### config.mk
export PLATFORM = sky130hd
export DESIGN_NAME = button_cmd_arbiter
export DESIGN_NICKNAME = d
export VERILOG_FILES = /design/src/rtl/button_cmd_arbiter.sv
export SDC_FILE = /design/constraint.sdc
export NUM_CORES = 1
export LEC_CHECK = 0
export CAP_MARGIN = 20
export CORE_MARGIN = 2
export CORE_UTILIZATION = 55
export CTS_CLUSTER_DIAMETER = 40
export DETAILED_ROUTE_END_ITERATION = 12
export GPL_TIMING_DRIVEN = 0
export MAX_ROUTING_LAYER = met4
export PLACE_DENSITY = 0.82
export SLEW_MARGIN = 25
export SYNTH_ARGS = -nofsm -noshare
export SYNTH_HDL_FRONTEND = slang
export SYNTH_SLANG_ARGS = --single-unit
### constraint.sdc
create_clock -name clk -period 2.4 [get_ports clk]
set_clock_uncertainty 0.15 [all_clocks]
set_input_delay 0.48 -clock clk [delete_from_list [all_inputs] [get_ports clk]]
set_output_delay 0.48 -clock clk [all_outputs]
set_load 0.01 [all_outputs]
### src/rtl/button_cmd_arbiter.sv
`timescale 1ns/1ps
`default_nettype none
// ============================================================================
// Module : button_cmd_arbiter
// Brief  : Turns active-low button presses into round-robin granted commands
//          on a valid/ready port, with a fixed cool-down after each accept.
// Rev    : 1.0  initial release
// ============================================================================
module button_cmd_arbiter #(
    parameter int NUM_BUTTONS     = 4,
    parameter int COOLDOWN_CYCLES = 3,
    localparam int ID_W           = $clog2(NUM_BUTTONS)
) (
    input  logic                   clk,
    input  logic                   rst,
    input  logic [NUM_BUTTONS-1:0] btn_in,
    input  logic                   cmd_ready,
    input  logic                   clear_overrun,
    output logic                   cmd_valid,
    output logic [ID_W-1:0]        cmd_id,
    output logic                   busy,
    output logic [NUM_BUTTONS-1:0] overrun
);

    localparam int                 c_cnt_w     = (COOLDOWN_CYCLES < 1) ? 1 : $clog2(COOLDOWN_CYCLES + 1);
    localparam logic [c_cnt_w-1:0] c_cool_init = c_cnt_w'(COOLDOWN_CYCLES);
    localparam logic [c_cnt_w-1:0] c_cool_last = c_cnt_w'(1);

    localparam logic [1:0] c_st_idle  = 2'd0;
    localparam logic [1:0] c_st_offer = 2'd1;
    localparam logic [1:0] c_st_cool  = 2'd2;

    logic [1:0]             r_state;
    logic [1:0]             w_state_nxt;
    logic [NUM_BUTTONS-1:0] r_prev_btn;
    logic [NUM_BUTTONS-1:0] r_pending;
    logic [NUM_BUTTONS-1:0] r_overrun;
    logic [ID_W-1:0]        r_last_grant;
    logic [ID_W-1:0]        r_cmd_id;
    logic [c_cnt_w-1:0]     r_cool;

    logic [NUM_BUTTONS-1:0] w_press;
    logic [NUM_BUTTONS-1:0] w_acc_mask;
    logic                   w_accept;
    logic                   w_any;
    logic                   w_found;
    logic [ID_W-1:0]        w_cand;
    logic [ID_W-1:0]        w_winner;

    // prev_btn resets low so a button held through reset needs a fresh press
    assign w_press  = r_prev_btn & ~btn_in;
    assign w_accept = (r_state == c_st_offer) & cmd_ready;
    assign w_any    = |r_pending;

    always_comb begin
        w_acc_mask = '0;
        if (w_accept) begin
            w_acc_mask[r_cmd_id] = 1'b1;
        end
    end

    // First pending index at or after last_grant+1, wrapping
    always_comb begin
        w_winner = '0;
        w_found  = 1'b0;
        w_cand   = '0;
        for (int off = 1; off <= NUM_BUTTONS; off++) begin
            w_cand = ID_W'((int'(r_last_grant) + off) % NUM_BUTTONS);
            if (!w_found && r_pending[w_cand]) begin
                w_winner = w_cand;
                w_found  = 1'b1;
            end
        end
    end

    always_ff @(posedge clk or posedge rst) begin
        if (rst) begin
            r_state <= c_st_idle;
        end else begin
            r_state <= w_state_nxt;
        end
    end

    always_comb begin
        w_state_nxt = r_state;
        case (r_state)
            c_st_idle:  if (w_any) w_state_nxt = c_st_offer;
            c_st_offer: if (w_accept) w_state_nxt = (COOLDOWN_CYCLES == 0) ? c_st_idle : c_st_cool;
            c_st_cool:  if (r_cool <= c_cool_last) w_state_nxt = c_st_idle;
            default:    w_state_nxt = c_st_idle;
        endcase
    end

    always_comb begin
        cmd_valid = (r_state == c_st_offer);
        busy      = (r_state != c_st_idle);
    end

    // A press on the button being accepted re-arms it rather than overrunning
    always_ff @(posedge clk or posedge rst) begin
        if (rst) begin
            r_prev_btn   <= '0;
            r_pending    <= '0;
            r_overrun    <= '0;
            r_last_grant <= ID_W'(NUM_BUTTONS - 1);
            r_cmd_id     <= '0;
            r_cool       <= '0;
        end else begin
            r_prev_btn <= btn_in;
            r_pending  <= (r_pending & ~w_acc_mask) | w_press;
            r_overrun  <= (r_overrun & {NUM_BUTTONS{~clear_overrun}})
                        | (w_press & r_pending & ~w_acc_mask);
            if ((r_state == c_st_idle) && w_any) begin
                r_cmd_id <= w_winner;
            end
            if (w_accept) begin
                r_last_grant <= r_cmd_id;
                r_cool       <= c_cool_init;
            end else if ((r_state == c_st_cool) && (r_cool != '0)) begin
                r_cool <= r_cool - c_cool_last;
            end
        end
    end

    assign cmd_id  = r_cmd_id;
    assign overrun = r_overrun;

endmodule
`default_nettype wire

==> flow_metrics.env, run 1 <==
export IMPL_status="completed"
export IMPL_route_detailed_drc=0
export IMPL_diodes=0
export IMPL_dieArea_um2=2105
export IMPL_period_needed_ns=2.310
export IMPL_via_per_inst=5.756
export IMPL_drt_iter0_markers=17
export IMPL_gpl_final_weighted_congestion=0.8427
export IMPL_setup_tns_ns=0
export IMPL_clk_latency_ns=0.29
export IMPL_postSynthCellCount=87
export IMPL_post_cts_setup_buffers=0
export IMPL_synth_seq_cells=20
export IMPL_grt_pass1_wl_um=3063
export IMPL_fp_dieW_um=45.88
export IMPL_r2r_slack_ns=0.90
export IMPL_synth_flop_cell="dfrtp_1"
export IMPL_slew_headroom=0.5013
export IMPL_syn_area_per_cell_um2=11.09
export IMPL_cp_data_arrival_time_ns=1.68
export IMPL_cts_sinks=20
export IMPL_path_clk_slew_ns=0.11
export IMPL_path_max_fanout=10
export IMPL_synthTopCellsByArea="dfrtp_1 47%, dfstp_2 5.4%, nand2b_1 4.5%"
export IMPL_synth_distinct_cells=32
export IMPL_io_buffers=15
export IMPL_crit_type="reg2out"
export IMPL_die_h_um=45.88
export IMPL_grt_busiest_layer="met2"
export IMPL_hold_path_class="reg2reg"
export IMPL_pin_count=16
export IMPL_setup_worst_path_start_class="register"
export IMPL_seq_area_frac_synth=0.5214
export IMPL_yosysTopAreaCellShare=0.4669
export IMPL_wirelength_um=1787
export IMPL_grt_pass1_vias=725
export IMPL_rsz0062_at_grt="no"
export IMPL_cts_buffers=3
export IMPL_hold_slack_ns=0.3427
export IMPL_synth_top_area_cell="dfrtp_1"
export IMPL_maxCapViolations=0
export IMPL_finalNetCount=117
export IMPL_grt_overflow_total=0
export IMPL_hpwl_um=1332
export IMPL_leakage_nw=0.5081
export IMPL_slew_violations=0
export IMPL_use_met1=0.2687
export IMPL_hold_violations=0
export IMPL_finalCritPeriodShare=0.9626
export IMPL_ys_warn_count=0
export IMPL_cts_tree="built"
export IMPL_grt_max_degree=21
export IMPL_initial_core_util=0.5711
export IMPL_ctsLongestPathBuffers=2
export IMPL_htreeDepth=1
export IMPL_syn_cell_area_um2=964.7
export IMPL_power_density_nw_per_um2=1214
export IMPL_tightestPinTransition_ns=0.7473
export IMPL_drive_above_1_share=0.1415
export IMPL_core_area_um2=1689
export IMPL_wl_per_cell_um=14.53
export IMPL_fillers=132
export IMPL_cp_end_kind="output pin"
export IMPL_cts_root_buffer="clkbuf_4"
export IMPL_syn2layout_area_growth_pct=21.66
export IMPL_synth_nets=97
export IMPL_final_common_cell="dfrtp_1"
export IMPL_clock_fmax_mhz=432.8
export IMPL_hold_buffers=0
export IMPL_mostFrequentLayoutCells="17 x dfrtp_1, 15 x clkdlybuf4s50_1, 9 x inv_1, 7 x nand2b_1, 7 x nand2_1"
export IMPL_vias=708
export IMPL_antenna_found_initial=0
export IMPL_dr_pass1_iters=4
export IMPL_setup_viol=0
export IMPL_ant_nets=0
export IMPL_multi_input_area_um2=401.6
export IMPL_synth_edf_count=0
export IMPL_use_met3=0.02381
export IMPL_rows=15
export IMPL_async_flop_share=1.000
export IMPL_seqCellArea_um2=504.2
export IMPL_met2_usage=0.3472
export IMPL_ir_worst_vdd_mv=0.6978
export IMPL_track_usage=0.2138
export IMPL_worstPathRequired_ns=1.77
## critical path, stage by stage (launching register included)
cell,delay (ns)
dfrtp_2,0.49
buf_6,0.17
nand2b_1,0.16
inv_1,0.05
clkdlybuf4s50_1,0.52
## area by class of cell
cell class	instances	share of cell area
buffer	2	0.01919
clock buffer	4	0.03092
inverter	10	0.03198
multi-input combinational	55	0.3422
sequential	20	0.4296
tap	17	0.01812
timing repair buffer	15	0.1279
## state kept, by name, summed over array words and instances (netlist names)
| signal | cells |
|---|---|
| r_last_grant | 2 |
| r_pending | 4 |
| r_state | 2 |
| overrun | 4 |
| cmd_id | 2 |
| r_prev_btn | 4 |
| r_cool | 2 |
## power breakdown
group / switching, W / internal, W
Sequential: 0.000157 / 0.000458
Clock: 0.0000984 / 0.0000924
Combinational: 0.000286 / 0.000333
## path summary, 6_finish.rpt
| kind | depth (start not counted) | end | start |
|---|---|---|---|
| max in group asynchronous | 2 | r_state[1]$_DFFE_PP0P_ | rst |
| worst min register to register | 2 | r_pending[0]$_DFF_PP0_ | r_prev_btn[0]$_DFF_PP0_ |
| min in group asynchronous | 2 | overrun[0]$_DFF_PP0_ | rst |
| worst max-delay path | 4 | cmd_valid | r_state[1]$_DFFE_PP0P_ |
| worst min-delay path | 2 | r_pending[0]$_DFF_PP0_ | r_prev_btn[0]$_DFF_PP0_ |
| worst max register to register | 3 | cmd_id[0]$_DFFE_PP0P_ | r_pending[1]$_DFF_PP0_ |
## per-stage QoR
stage / instance area [um^2] / power (W) / utilization / instances / worst slack [ns]
after floorplan: 964.7 / 0.001013 / - / 87 / 0.9420
after global placement: 1136 / 0.001203 / 0.6726 / 119 / 0.4139
after detailed placement: 1136 / 0.001238 / 0.6726 / 119 / 0.3803
after CTS: 1172 / 0.001430 / 0.6941 / 123 / 0.04030
after global routing: 1174 / 0.001513 / 0.6948 / 123 / 0.01323
final: 1174 / 0.001425 / 0.6948 / 123 / 0.08970
## cell families (layout without fill, tap and decap cells)
group | after synthesis | count (layout) | synth area share
DFF | 20 | 20 | 0.5214
AOI/OAI and AO/OA | 28 | 28 | 0.2425
and+or+nand+nor | 24 | 24 | 0.1375
muxes | 1 | 1 | 0.01038
adders and majority gates | 2 | 2 | 0.02594
buffers and inverters | 12 | 31 | 0.06225
## synth_stat cells, drive strengths merged (2+ instances only)
library cell  number
nand2b             7
o41ai              2
nand2              8
ha                 2
a21oi              3
inv               10
buf                2
o21ai              8
dfstp              2
o22ai              4
nor2               4
dfrtp             18
o31ai              2
## routing by layer
| layer | wire length [um] | vias to the layer above |
|---|---|---|
| met2 | 901 | 10 |
| met4 | 21 | 0 |
| met3 | 35 | 2 |
| met1 | 829 | 347 |
| li1 | - | 349 |
| met5 | 0 | - |
## repair_timing
action,in CTS,in global routing
endpoints found under the setup margin,0,1
endpoints found under the hold margin,0,0
gates resized for setup,0,1
Power figures use the tool's default switching activity.
==> run 2: changes to the inputs <==
- HOLD_SLACK_MARGIN: default -> 0.05
==> results of run 2 <==
Final layout, timing and power as in run 1 (identical DEF).
